<file path="config.mk">
export PLATFORM = sky130hd
export DESIGN_NAME = div_radix2
export DESIGN_NICKNAME = d
export VERILOG_FILES = /design/src/rtl/div_radix2_pkg.sv /design/src/rtl/div_radix2_lzc.sv /design/src/rtl/div_radix2.sv
export SDC_FILE = /design/constraint.sdc
export NUM_CORES = 1
export LEC_CHECK = 0
export CAP_MARGIN = 20
export CORE_MARGIN = 2
export CORE_UTILIZATION = 55
export DETAILED_ROUTE_END_ITERATION = 6
export PLACE_DENSITY = 0.8
export SETUP_SLACK_MARGIN = 0.1
export SYNTH_ARGS = -nofsm -noshare
export SYNTH_HDL_FRONTEND = slang
export SYNTH_SLANG_ARGS = --single-unit
</file>
<file path="constraint.sdc">
create_clock -name clk -period 6.9 [get_ports clk]
set_input_delay 0.69 -clock clk [delete_from_list [all_inputs] [get_ports clk]]
set_output_delay 0.69 -clock clk [all_outputs]
set_load 0.05 [all_outputs]
</file>
<file path="src/rtl/div_radix2_pkg.sv">
// Shared M-extension divider definitions: FSM state type and counter sizing.
package div_radix2_pkg;

   typedef enum logic [1:0] {
      IDLE,
      BUSY,
      DONE
   } type_div_states_e;

   localparam int DIV_XLEN = 32;

   function automatic int div_cnt_w(input int xlen);
      return $clog2(xlen) + 1;
   endfunction

   // Wide enough to hold XLEN itself, not just XLEN-1.
   localparam int DIV_CNT_W = div_cnt_w(DIV_XLEN);

endpackage

</file>
<file path="src/rtl/div_radix2_lzc.sv">
// div_lzc: leading-zero counter; an all-zero input reports XLEN.
module div_lzc
   import div_radix2_pkg::*;
#(
   parameter int XLEN  = DIV_XLEN,
   parameter int CNT_W = div_cnt_w(XLEN)
) (
   input  logic [XLEN-1:0]  value,
   output logic [CNT_W-1:0] count
);

   // Later (higher) set bits overwrite earlier ones, so the MSB-most one wins.
   always_comb begin
      count = CNT_W'(XLEN);
      for (int i = 0; i < XLEN; i++) begin
         if (value[i]) begin
            count = CNT_W'(XLEN - 1 - i);
         end
      end
   end

endmodule

</file>
<file path="src/rtl/div_radix2.sv">
// Iterative unsigned radix-2 restoring divider, one quotient bit per cycle.
// Optional DIV_EARLY_TERM_EN skips the dividend's leading zeros.
module div_radix2
   import div_radix2_pkg::*;
#(
   parameter int XLEN = DIV_XLEN
) (
   input  logic            clk,
   input  logic            rst,
   input  logic            start_i,
   input  logic            abort_i,
   input  logic [XLEN-1:0] opr1_i,
   input  logic [XLEN-1:0] opr2_i,
   output logic            busy_o,
   output logic            done_o,
   output logic [XLEN-1:0] quo_o,
   output logic [XLEN-1:0] rem_o
);

   localparam int CNT_W = div_cnt_w(XLEN);
   localparam logic [CNT_W-1:0] CNT_FULL = CNT_W'(XLEN);

   type_div_states_e state_reg, state_next;

   logic [XLEN-1:0]  rem_reg, dvd_reg, dvs_reg;
   logic [XLEN-1:0]  quo_out_reg, rem_out_reg;
   logic [CNT_W-1:0] cnt_reg;

   logic [XLEN:0]    shift_rem, diff;
   logic [XLEN-1:0]  rem_step, dvd_step;
   logic [XLEN-1:0]  dvd_init;
   logic [CNT_W-1:0] cnt_init;
   logic             dvs_zero, dvd_zero_fast, last_step;

`ifdef DIV_EARLY_TERM_EN
   logic [CNT_W-1:0] lz_cnt;

   div_lzc #(
      .XLEN  (XLEN),
      .CNT_W (CNT_W)
   ) u_lzc (
      .value (opr1_i),
      .count (lz_cnt)
   );

   assign dvd_init      = opr1_i << lz_cnt;
   assign cnt_init      = CNT_FULL - lz_cnt;
   assign dvd_zero_fast = (lz_cnt == CNT_FULL);
`else
   assign dvd_init      = opr1_i;
   assign cnt_init      = CNT_FULL;
   assign dvd_zero_fast = 1'b0;
`endif

   assign dvs_zero  = (opr2_i == '0);
   assign last_step = (state_reg == BUSY) && (cnt_reg == CNT_W'(1));

   // Trial subtraction: bit XLEN of diff is the borrow, i.e. the negative flag.
   assign shift_rem = {rem_reg, dvd_reg[XLEN-1]};
   assign diff      = shift_rem - {1'b0, dvs_reg};
   assign rem_step  = diff[XLEN] ? shift_rem[XLEN-1:0] : diff[XLEN-1:0];
   assign dvd_step  = {dvd_reg[XLEN-2:0], ~diff[XLEN]};

   always_ff @(posedge clk) begin
      if (rst) begin
         state_reg <= IDLE;
      end else begin
         state_reg <= state_next;
      end
   end

   always_comb begin
      state_next = state_reg;
      if (abort_i) begin
         state_next = IDLE;
      end else begin
         case (state_reg)
            IDLE: begin
               if (start_i) begin
                  state_next = (dvs_zero || dvd_zero_fast) ? DONE : BUSY;
               end
            end
            BUSY: begin
               if (last_step) begin
                  state_next = DONE;
               end
            end
            DONE:    state_next = IDLE;
            default: state_next = IDLE;
         endcase
      end
   end

   always_ff @(posedge clk) begin
      if (rst) begin
         rem_reg     <= '0;
         dvd_reg     <= '0;
         dvs_reg     <= '0;
         cnt_reg     <= '0;
         quo_out_reg <= '0;
         rem_out_reg <= '0;
      end else if (abort_i) begin
         cnt_reg <= '0;
      end else begin
         case (state_reg)
            IDLE: begin
               if (start_i) begin
                  dvs_reg <= opr2_i;
                  dvd_reg <= dvd_init;
                  rem_reg <= '0;
                  cnt_reg <= cnt_init;
                  if (dvs_zero) begin
                     quo_out_reg <= '1;
                     rem_out_reg <= opr1_i;
                  end else if (dvd_zero_fast) begin
                     quo_out_reg <= '0;
                     rem_out_reg <= '0;
                  end
               end
            end
            BUSY: begin
               rem_reg <= rem_step;
               dvd_reg <= dvd_step;
               cnt_reg <= cnt_reg - CNT_W'(1);
               if (last_step) begin
                  quo_out_reg <= dvd_step;
                  rem_out_reg <= rem_step;
               end
            end
            default: ;
         endcase
      end
   end

   assign busy_o = (state_reg == BUSY) || (state_reg == DONE);
   assign done_o = (state_reg == DONE) && !abort_i;
   assign quo_o  = quo_out_reg;
   assign rem_o  = rem_out_reg;

endmodule
</file>
## After elaboration in Yosys (flattened, before gate mapping)

Index checks and enable logic that the tools add are counted.

- $add $sub $neg: 2
- Equality and inequality tests: 6
- Mux-type cells: 19
- Bitwise logic cells: 2
- Reductions and logical operators: 13

Operators by type and width:

| kind | number |
|---|---|
| 32-bit two-way mux | 9 |
| 32-bit case mux with 2 select lines | 4 |
| 33-bit by 32-bit subtractor with 33-bit output | 1 |
| 32-bit zero test | 1 |
| 6-bit case mux with 2 select lines | 1 |
| 6-bit by 1-bit equality test with 1-bit output, second input constant | 1 |
| 2-bit two-way mux | 3 |
| 6-bit two-way mux | 1 |
| 2-bit != test, second input constant | 3 |
| 3-bit AND reduction | 2 |
| 6-bit by 1-bit subtractor with 6-bit output, second input constant | 1 |
| 5-bit AND reduction | 1 |
| 2-bit case mux with 2 select lines | 1 |
| 2-bit AND reduction | 2 |
| 2-bit by 1-bit equality test with 1-bit output, second input constant | 1 |
| 2-bit equality test, second input constant | 1 |
| 1-bit logical AND | 2 |
| 2-bit zero test | 1 |
| 1-bit NOT | 2 |
| 2-bit nonzero test | 1 |
| 2-bit OR reduction | 1 |
| 1-bit zero test | 1 |
| 1-bit logical OR | 1 |

- Register bits after elaboration: 168
- Input port bits: 68
- Output and inout port bits: 66
- Word-level logic and storage cells: 49

## Logic depth before layout (Yosys ltp)

Gate-level depths: netlist of the first run.

- Depth in word-level cells: 4
- Mapped depth: 14
- Mapped depth without buffers: 13

## Worst setup path before layout of the first run

OpenSTA, ideal clock, no wires.

- Kind: reg-to-reg
- Start: register dvd_reg[31]
- End: register rem_out_reg[22] (netlist: rem_o[22])
- Data arrival time: 2.890 ns
- Setup slack: 3.890 ns
- Cell stages (with the launch flop): 14
- Cells stage by stage: dfxtp_1 > inv_1 > ha_1 > inv_1 > fa_1 > a211oi_1 > o21a_1 > a211o_1 > a211oi_1 > a211oi_4 > buf_6 > mux2i_1 > nor2_1 > o31a_1

- Longest elaborated chain between the ends: 4

RTL lines:

| element | line | text |
|---|---|---|
| from (decl) | div_radix2.sv:25 | `logic [XLEN-1:0] rem_reg, dvd_reg, dvs_reg;` |
| from (signal assigned) | div_radix2.sv:109 | `dvd_reg <= dvd_init;` |
| from (signal assigned) | div_radix2.sv:123 | `dvd_reg <= dvd_step;` |
| 33-bit by 32-bit subtractor with 33-bit output | div_radix2.sv:60 | `assign diff = shift_rem - {1'b0, dvs_reg};` |
| 32-bit two-way mux | div_radix2.sv:61 | `assign rem_step = diff[XLEN] ? shift_rem[XLEN-1:0] : diff[XLEN-1:0];` |
| 32-bit two-way mux | div_radix2.sv:125 | `if (last_step) begin` |
| 32-bit case mux with 2 select lines | div_radix2.sv:105 | `case (state_reg)` |
| to (signal assigned) | div_radix2.sv:114 | `rem_out_reg <= opr1_i;` |
| to (signal assigned) | div_radix2.sv:127 | `rem_out_reg <= rem_step;` |
| to (decl) | div_radix2.sv:26 | `logic [XLEN-1:0] quo_out_reg, rem_out_reg;` |

No other way between the ends. The select of a mux whose other input is x is not followed.
A chain may end at the register's enable or synchronous reset.

## Final worst setup path of the first run

- Start: register dvd_reg[31]
- End: register rem_out_reg[11] (netlist: rem_o[11])

The elaborated chain is that of the path after synthesis.

==> results.md, run 1 <==
- DP Area: 10280 um^2
- Mapped Nets: 1266
- Final min period: 3724 ps
- Die area: 17310 um^2
- DRT Pass-1 Iters: 5
- Slew @ Worst Pin: 1083 ps
- Cts hold-fix bufs: 0
- Hpwl dp: 16740 um
- CP Data Arrival Time: 4010 ps
- Peak Freq: 0.2685 GHz
- Max-slew violation count: 0
- FF-to-FF path depth: 14
- Post-synth EDFFs: 0
- Place WS: 2764 ps
- Global-route wire length before repair: 39160 um
- Setup bufs post-CTS: 0
- Met3 Usage GRT: 0.05517
- Critical Path RT: 7180 ps
- Unique masters post-synth: 65
- Largest family of logic cells by synthesized area: compound AO/OA/AOI/OAI gates
- Hold Violations, Final: 0
- # diodes: 0
- DP Cell Count: 1434
- Worst-path maximum fanout: 21
- Cell Area, Synth: 8951 um^2
- Cell Count, Final, Fillers Out: 1468
- Overflow after GRT: 0
- IO Port Bufs: 133
- Status: finished clean
- Post-synthesis area per instance: 7.716 um^2
- H-tree Lvls: 4
- Longest Clk Path Bufs: 2
- RSZ-0062 raised after global routing: false
- WL final: 23900 um
- Largest net degree at the start of global routing: 94
- Met2 Track Usage GR: 0.3979
- GRT met1 Usage: 0.4103
- Slew headroom: 0.2782
- Nets@finish: 1345
- Num ports: 134
- #FFs+latches synth: 168
- Top FF cell, synth: dfxtp_1
- Share of cells above drive strength 1: 0.05831
- Crit. End Element: register
- Die Wd: 131.6 um
- CTS buffer count: 17
- Post-DRT Antenna Nets: 0
- Synth Area in Compound Gates: 0.2235
- Simple-Gate Fraction of Synth Area: 0.2234
- PnR worst setup slack: 3176 ps
- Top Usage Layer GRT: met1
- Hold depth: 2
- Drt wl/cell: 16.28 um
- Top cell by count, worst path: a211oi_1
- Fraction of registers with async set/reset: 0
- Yosys warns: 0
- Initial antenna violation count: 0
- Vias in the first global route: 7612
- Adder-cell share of the synthesized area: 0.05396
- Startpoint type of the worst setup path: register
- Die height: 131.6 um
- Xor/xnor cell area share of the yosys netlist: 0.02935
- Gpl congestion: 0.8898
- Hold crit path type: reg -> reg
- Clk Latency, worst-skew pair: 440 ps
- CORE AREA: 15890 um^2
- Mux contribution to synthesized area: 0.03662
- Row count: 46
- CTS tree: yes
- Most frequent cells in the layout: nand2_1 (193), dfxtp_1 (168), a21oi_1 (141)
- Clock Tree Root: clkbuf_16
- Iter 0 DRT Violations: 939
- Critical path's slowest cell: fa_1
- Pleak: 3.928 nW
- Critical path, cell by cell: inv_1 -> ha_1 -> inv_1 -> fa_1 -> a211oi_1 -> o21a_1 -> a211o_1 -> a211oi_1 -> a211oi_4 -> buf_8 -> buf_4 -> mux2_2 -> a211oi_1 -> nor3_1
- Kind of critical path: reg -> reg
- Initial Util: 0.5635
- Final Cell Area: 10940 um^2
- Post-synthesis cell count: 1160
- Total negative slack: 0 ps
- Total Routing Usage GR: 0.2754
- Commonest non-fill, non-tap cell in the layout: nand2_1
- CP peak stage delay: 410 ps
- CTS Sinks: 168
- Final Setup Violations: 0
- Peak VDD IR: 202.1 uV
- PD cells: 236.0 nW/um^2
- Period utilisation layout: 0.5397
- Layout Skew: 7.700 ps
- Sequential-to-total area share from yosys stat: 0.3757
- Drt via density: 5.836
- Via count: 8567
- Post-route DRC: 0
- Maxcap violations: 0
- Syn-to-layout area delta: 22.17%
- Post-CTS Resized: 0
- CTS clk-pin slew, worst paths: 70 ps
==> metal layers <==
metal | routed length [um] | part of all wire
met5 | 0 | 0
met4 | 384 | 0.016
met3 | 1783 | 0.075
met2 | 10200 | 0.43
met1 | 11530 | 0.48
==> synthesized netlist by cell type (all sizes together), types with 6 or more instances <==
master,instances,area share
xnor2,21,0.021
o21a,6,0.0050
nand4,11,0.0084
clkbuf,67,0.028
nor3,53,0.031
o21ai,63,0.035
inv,44,0.018
a311oi,13,0.014
buf,15,0.010
a21o,17,0.015
nand3b,11,0.0092
mux2i,26,0.029
nor4,13,0.0091
nand2,194,0.082
mux2,6,0.0075
a31oi,6,0.0042
o21bai,6,0.0050
nand3,16,0.0089
xor2,9,0.0088
a211oi,43,0.039
dfxtp,168,0.38
nor2,101,0.042
a21oi,141,0.079
ha,37,0.052
nor2b,23,0.016
==> stage by stage <==
stage | hold WS, ps | utilization | total power, mW
5_1_grt | 472.5 | 0.6884 | 2.682
3_5_place_dp | 442.6 | 0.6469 | 1.576
2_1_floorplan | 436.3 | - | 1.430
6_report | 449.2 | 0.6884 | 2.580
3_3_place_gp | 439.7 | 0.6469 | 1.568
4_1_cts | 452.1 | 0.6865 | 2.578
==> worst max-delay path: cells and delay by family, from the launching register on <==
family	cells	cell delay, ps
compound gates	6	1520
fa+ha+maj	2	570
buf+inv	4	690
flops	1	310
mux	1	390
simple gates	1	60
==> power by group <==
part | switching, mW | internal, mW | total (mW)
combinational | 0.318 | 0.207 | 0.526
clock | 0.423 | 0.589 | 1.01
sequential | 0.0293 | 1.01 | 1.04
==> final timing paths <==
kind	startpoint	end	slack [ps]
worst max-delay path	dvd_reg[31]	rem_o[11]	3180
worst min-delay path	quo_o[11]	quo_o[11]	450
worst max register to register	dvd_reg[31]	rem_o[11]	3180
worst min register to register	quo_o[11]	quo_o[11]	450
==> layout make-up <==
| cell class | count | area, um^2 |
|---|---|---|
| Multi-Input combinational cell | 865 | 5092 |
| Tap cell | 216 | 270.3 |
| Clock inverter | 14 | 190.2 |
| Fill cell | 1373 | 4950 |
| Clock buffer | 18 | 439.2 |
| Inverter | 45 | 168.9 |
| Timing Repair Buffer | 142 | 1411 |
| Sequential cell | 168 | 3363 |
==> cell families (layout without fill, tap and decap cells) <==
family,after synthesis,after routing
buf+inv,127,219
xor+xnor,30,30
compound gates,322,322
mux,32,32
flops,168,168
simple gates,443,443
fa+ha+maj,38,38
No activity file was read; power rests on OpenSTA's default activity.
==> inputs of run 2 (changes only) <==
==> constraint.sdc (replaced) <==
create_clock -name clk -period 3.6 [get_ports clk]
set_input_delay 0.36 -clock clk [delete_from_list [all_inputs] [get_ports clk]]
set_output_delay 0.36 -clock clk [all_outputs]
set_load 0.05 [all_outputs]
==> run 2 against run 1 <==
Against the previous run: die area unchanged; sequential cell count unchanged; combinational power up 96%; critical endpoint unchanged; largest cell class unchanged; largest power group unchanged.
==> results.md, run 2 (same netlist as run 1, synthesis figures left out) <==
- Drt via density: 5.867 (+0.54%)
- Die height: 131.6 um (unchanged)
- Slew @ Worst Pin: 1056 ps (-26.63 ps)
- Met2 Track Usage GR: 0.4081 (+0.01018)
- Setup bufs post-CTS: 0 (unchanged)
- PD cells: 451.4 nW/um^2 (+91%)
- # diodes: 0 (unchanged)
- Nets@finish: 1347 (+0.15%)
- Share of cells above drive strength 1: 0.05906 (+0.0007516)
- CORE AREA: 15890 um^2 (unchanged)
- Slew headroom: 0.2959 (+0.01776)
- Total Routing Usage GR: 0.2732 (-0.002116)
- Total negative slack: 0 ps (unchanged)
- DRT Pass-1 Iters: 7 (+2)
- Worst-path maximum fanout: 23 (+9.5%)
- GRT met1 Usage: 0.4136 (+0.003247)
- Row count: 46 (unchanged)
- Crit. End Element: register
- Die Wd: 131.6 um (unchanged)
- CTS Sinks: 168 (unchanged)
- Critical Path RT: 3900 ps (-3280 ps)
- Layout Skew: 12.00 ps (+4.300 ps)
- IO Port Bufs: 133 (unchanged)
- Met3 Usage GRT: 0.04167 (-0.01350)
- Post-DRT Antenna Nets: 0 (unchanged)
- Most frequent cells in the layout: nand2_1 (193), dfxtp_1 (168), a21oi_1 (141)
- Status: finished clean
- Hold crit path type: reg -> reg
- Critical path, cell by cell: ha_1 -> and4_4 -> a221oi_2 -> a21oi_1 -> a311o_1 -> a211oi_4 -> buf_12 -> mux2_2 -> a211oi_1 -> nor3_1
- Iter 0 DRT Violations: 744 (-21%)
- Register-to-Register Setup Slack: 320 ps (-2850 ps)
- Max-slew violation count: 0 (unchanged)
- Final min period: 3277 ps (-446.9 ps)
- Peak VDD IR: 337.8 uV (+67%)
- Top Usage Layer GRT: met1
- Post-route DRC: 0 (unchanged)
- Final Setup Violations: 0 (unchanged)
- Startpoint type of the worst setup path: register
- Maxcap violations: 0 (unchanged)
- Global-route wire length before repair: 39220 um (+0.14%)
- Hold slack: 450.8 ps (+1.573 ps)
- Hold Violations, Final: 0 (unchanged)
- Largest net degree at the start of global routing: 73 (-22%)
- Pleak: 3.938 nW (+0.25%)
- Vias in the first global route: 7639 (+0.35%)
- Clock Tree Root: clkbuf_16
- Commonest non-fill, non-tap cell in the layout: nand2_1
- Hpwl dp: 16660 um (-0.49%)
- Overflow after GRT: 0 (unchanged)
- CTS buffer count: 17 (unchanged)
- CP peak stage delay: 470 ps (+60 ps)
- CTS clk-pin slew, worst paths: 70 ps (about the same)
- CP Data Arrival Time: 3580 ps (-430 ps)
- Drt wl/cell: 16.39 um (+0.67%)
- Clk Latency, worst-skew pair: 430 ps (about the same)
- Peak Freq: 0.3051 GHz (+14%)
- Post-CTS Resized: 0 (unchanged)
- Die area: 17310 um^2 (unchanged)
- H-tree Lvls: 4 (unchanged)
- Cts hold-fix bufs: 0 (unchanged)
- Critical path's slowest cell: ha_1
- Kind of critical path: reg -> reg
- Gpl congestion: 0.9319 (+4.7%)
- Period utilisation layout: 0.9104 (+0.3706)
- Via count: 8619 (+0.61%)
- CTS tree: yes
- Initial antenna violation count: 0 (unchanged)
- Initial Util: 0.5635 (unchanged)
- Syn-to-layout area delta: 22.58%
- WL final: 24080 um (+0.74%)
- RSZ-0062 raised after global routing: true
- Longest Clk Path Bufs: 2 (unchanged)
- Num ports: 134 (unchanged)
-- run 2: cell count changes in the layout (fill, tap and decap cells not counted), sizes merged --
cell      change
inv           +2
clkbuf        +1
clkinv        -4
buf           +1
clkinvlp      +1
-- run 2: power by group --
| group | internal [mW] | switching (mW) | total, mW |
|---|---|---|---|
| Sequential | 1.94 | 0.0566 | 2.00 |
| Clock | 1.13 | 0.801 | 1.93 |
| Combinational | 0.406 | 0.619 | 1.03 |
-- run 2: worst paths after layout --
path                                   from         to  depth (start not counted)
worst max-delay path            rem_reg[20]  rem_o[11]                         10
worst min-delay path               quo_o[6]   quo_o[6]                          2
worst max register to register  rem_reg[20]  rem_o[11]                         10
worst min register to register     quo_o[6]   quo_o[6]                          2
-- run 2: through the flow --
stage	setup WS [ps]	instances	power [mW]	util	instance area, um^2
2_1_floorplan	590.3	1160	2.740	-	8951
3_3_place_gp	409.4	1437	3.022	0.6499	10320
3_5_place_dp	348.7	1437	3.032	0.6499	10320
4_1_cts	311.0	1468	4.941	0.6891	10950
5_1_grt	97.92	1469	5.133	0.6907	10970
6_report	322.7	1469	4.953	0.6907	10970
-- run 2: routing by layer --
layer	wire, um	vias up
met5	0	-
met4	244	0
met3	1804	24
met2	10470	367
met1	11560	4009
li1	-	4219
-- run 2: final cells by class --
| class | instances | area, um^2 |
|---|---|---|
| clock buffer | 18 | 439.2 |
| fill | 1356 | 4913 |
| sequential | 168 | 3363 |
| clock inverter | 13 | 183.9 |
| tap | 216 | 270.3 |
| timing repair buffer | 144 | 1454 |
| multi-input combinational | 865 | 5092 |
| inverter | 45 | 168.9 |
-- run 2: critical path, delay by kind of cell, from the launching register on --
family | cells | cell delay (ps)
compound gates | 5 | 1390
fa+ha+maj | 1 | 470
buf+inv | 1 | 240
flops | 1 | 370
mux | 1 | 360
simple gates | 2 | 320
==> inputs of run 3 (changes only) <==
--- a/config.mk
+++ b/config.mk
@@ -8,6 +8,7 @@
 export CAP_MARGIN = 20
 export CORE_MARGIN = 2
 export CORE_UTILIZATION = 55
+export CTS_CLUSTER_SIZE = 25
 export DETAILED_ROUTE_END_ITERATION = 6
 export PLACE_DENSITY = 0.8
 export SETUP_SLACK_MARGIN = 0.1
==> results of run 3 <==
Same layout as run 2: the final DEF is identical, and so are final timing and power.
==> variant: new RTL, settings of run 2 <==
Reset style: asynchronous (`rst`), changed in 2 clocked blocks.
--- a/src/rtl/div_radix2.sv
+++ b/src/rtl/div_radix2.sv
@@ -63,3 +63,3 @@
 
-   always_ff @(posedge clk) begin
+   always_ff @(posedge clk or posedge rst) begin
       if (rst) begin
@@ -93,3 +93,3 @@
 
-   always_ff @(posedge clk) begin
+   always_ff @(posedge clk or posedge rst) begin
       if (rst) begin
Behaviour: differs if rst is asserted again (counterexample within 4 cycles, from zero or initial values and one cycle with rst high); with rst held inactive, the same outputs for 4 cycles.
==> variant against run 2 <==
Sequential cell count stayed put; setup slack worse by 0.18 ns; die area is 1.3% higher; design area is 5.2% higher; non-clock buffer count is 14 higher; wire length is 1.7% lower; synthesized area is 1.3% higher; maximum frequency is 5.2% lower.
Power is not compared: it rests on default switching activity, and its combinational part moved more than twofold at a synthesized area within 25%.
==> variant: results <==
metrics = {
    "global_route": {
        "grt_pass1_wl_um": 37000,
        "grt_pass1_vias": 7076,
        "grt_usage": 0.262,
        "grt_max_degree": 82,
    },
    "setup_path": {
        "rrSetupSlack_ns": 0.14,
        "arrival_ns": 3.75,
        "rr_endpoint": "rem_o[3]",
        "slowest_delay_ns": 0.37,
        "r2r-start": "dvd_reg[31]",
        "reg2reg_depth": 17,
    },
    "drt": {
        "drtPass1Iterations": 5,
        "drt_iter0_drc": 770,
        "vias_per_cell": 5.87,
        "postRouteWirelength_um": 23700,
    },
    "synth": {
        "seq_area_frac_synth": 0.464,
        "ys_top_cells_by_area": "dfrtp_1, a31oi_1, ha_1",
        "syn_nets": 1090,
        "async_flop_share": 1.00,
        "ys_top_cells_by_count": "dfrtp_1, a31oi_1, nor2_1, nand2_1, inv_1",
    },
    "worst_hold_path": {
        "holdCritPathClass": "in2async",
    },
    "timing": {
        "finClkSkew_ns": 0.00725,
        "slew_headroom": 0.458,
    },
    "layout": {
        "nFillCells": 1203,
        "nets": 1207,
        "drive_gt1_frac": 0.110,
    },
    "placement": {
        "pre_cts_ws_ns": 0.181,
        "dp_hpwl_um": 16400,
        "place_area_um2": 10600,
    },
    "outcome": {
        "status": "complete, no violations",
    },
}
-- variant: cell type report --
cell class,instances,area share
inverter,77,0.0254
sequential,168,0.364
tap,216,0.0234
clock buffer,17,0.0368
multi-input combinational,679,0.391
timing repair buffer,158,0.144
clock inverter,15,0.0144
-- variant: logic make-up after synthesis --
family | synth area share
AOI/OAI and AO/OA | 0.185
xor gates and xnor gates | 0.0317
adders and majority gates | 0.0533
buffers and inverters | 0.0606
DFF | 0.464
muxes | 0.0563
and+or+nand+nor | 0.149
-- variant: how the worst max path moves through the flow --
stage,to,slack (ns),depth (start not counted)
CTS,rem_o[0],0.16,15
global placement,rem_o[29],0.29,15
finish,rem_o[3],0.14,17
global route,rem_reg[17],-0.01,17
detailed placement,rem_o[22],0.18,15
floorplan,rem_o[22],0.48,15
-- variant: per-stage QoR --
step / utilization / setup TNS, ns / hold WS, ns
3_3_place_gp: 0.664 / 0 / 0.469
3_5_place_dp: 0.664 / 0 / 0.478
4_1_cts: 0.701 / 0 / 0.402
5_1_grt: 0.722 / -0.0236 / 0.434
2_1_floorplan: - / 0 / 0.426
6_report: 0.722 / 0 / 0.387
-- variant: metal layers --
metal  track usage  vias to the layer above  share of wire
li1              -                     3688              -
met1         0.408                     3735           0.46
met2         0.377                      351           0.45
met3        0.0415                       36          0.077
met4        0.0795                        0          0.015
met5             0                        -              0
-- variant: what timing repair did --
action | 4_1_cts | 5_1_grt
gates resized for setup | 0 | 31
endpoints found under the hold margin | 0 | 0
setup endpoints to repair | 0 | 55
hold buffers | 0 | 0
buffers inserted | 0 | 5
-- variant: critical path, delay by kind of cell, from the launching register on --
family | cells | cell delay [ns]
buf+inv | 5 | 0.59
simple gates | 1 | 0.20
compound gates | 8 | 1.58
xor+xnor | 1 | 0.08
flops | 1 | 0.37
fa+ha+maj | 2 | 0.49
-- variant: where the power goes --
part | leakage, nW | switching (mW) | internal (mW) | total (mW)
clock network | 0.281 | 0.821 | 1.04 | 1.86
registers | 1.99 | 0.360 | 2.45 | 2.81
logic | 2.88 | 2.33 | 1.29 | 3.62
total | 5.15 | 3.51 | 4.78 | 8.29
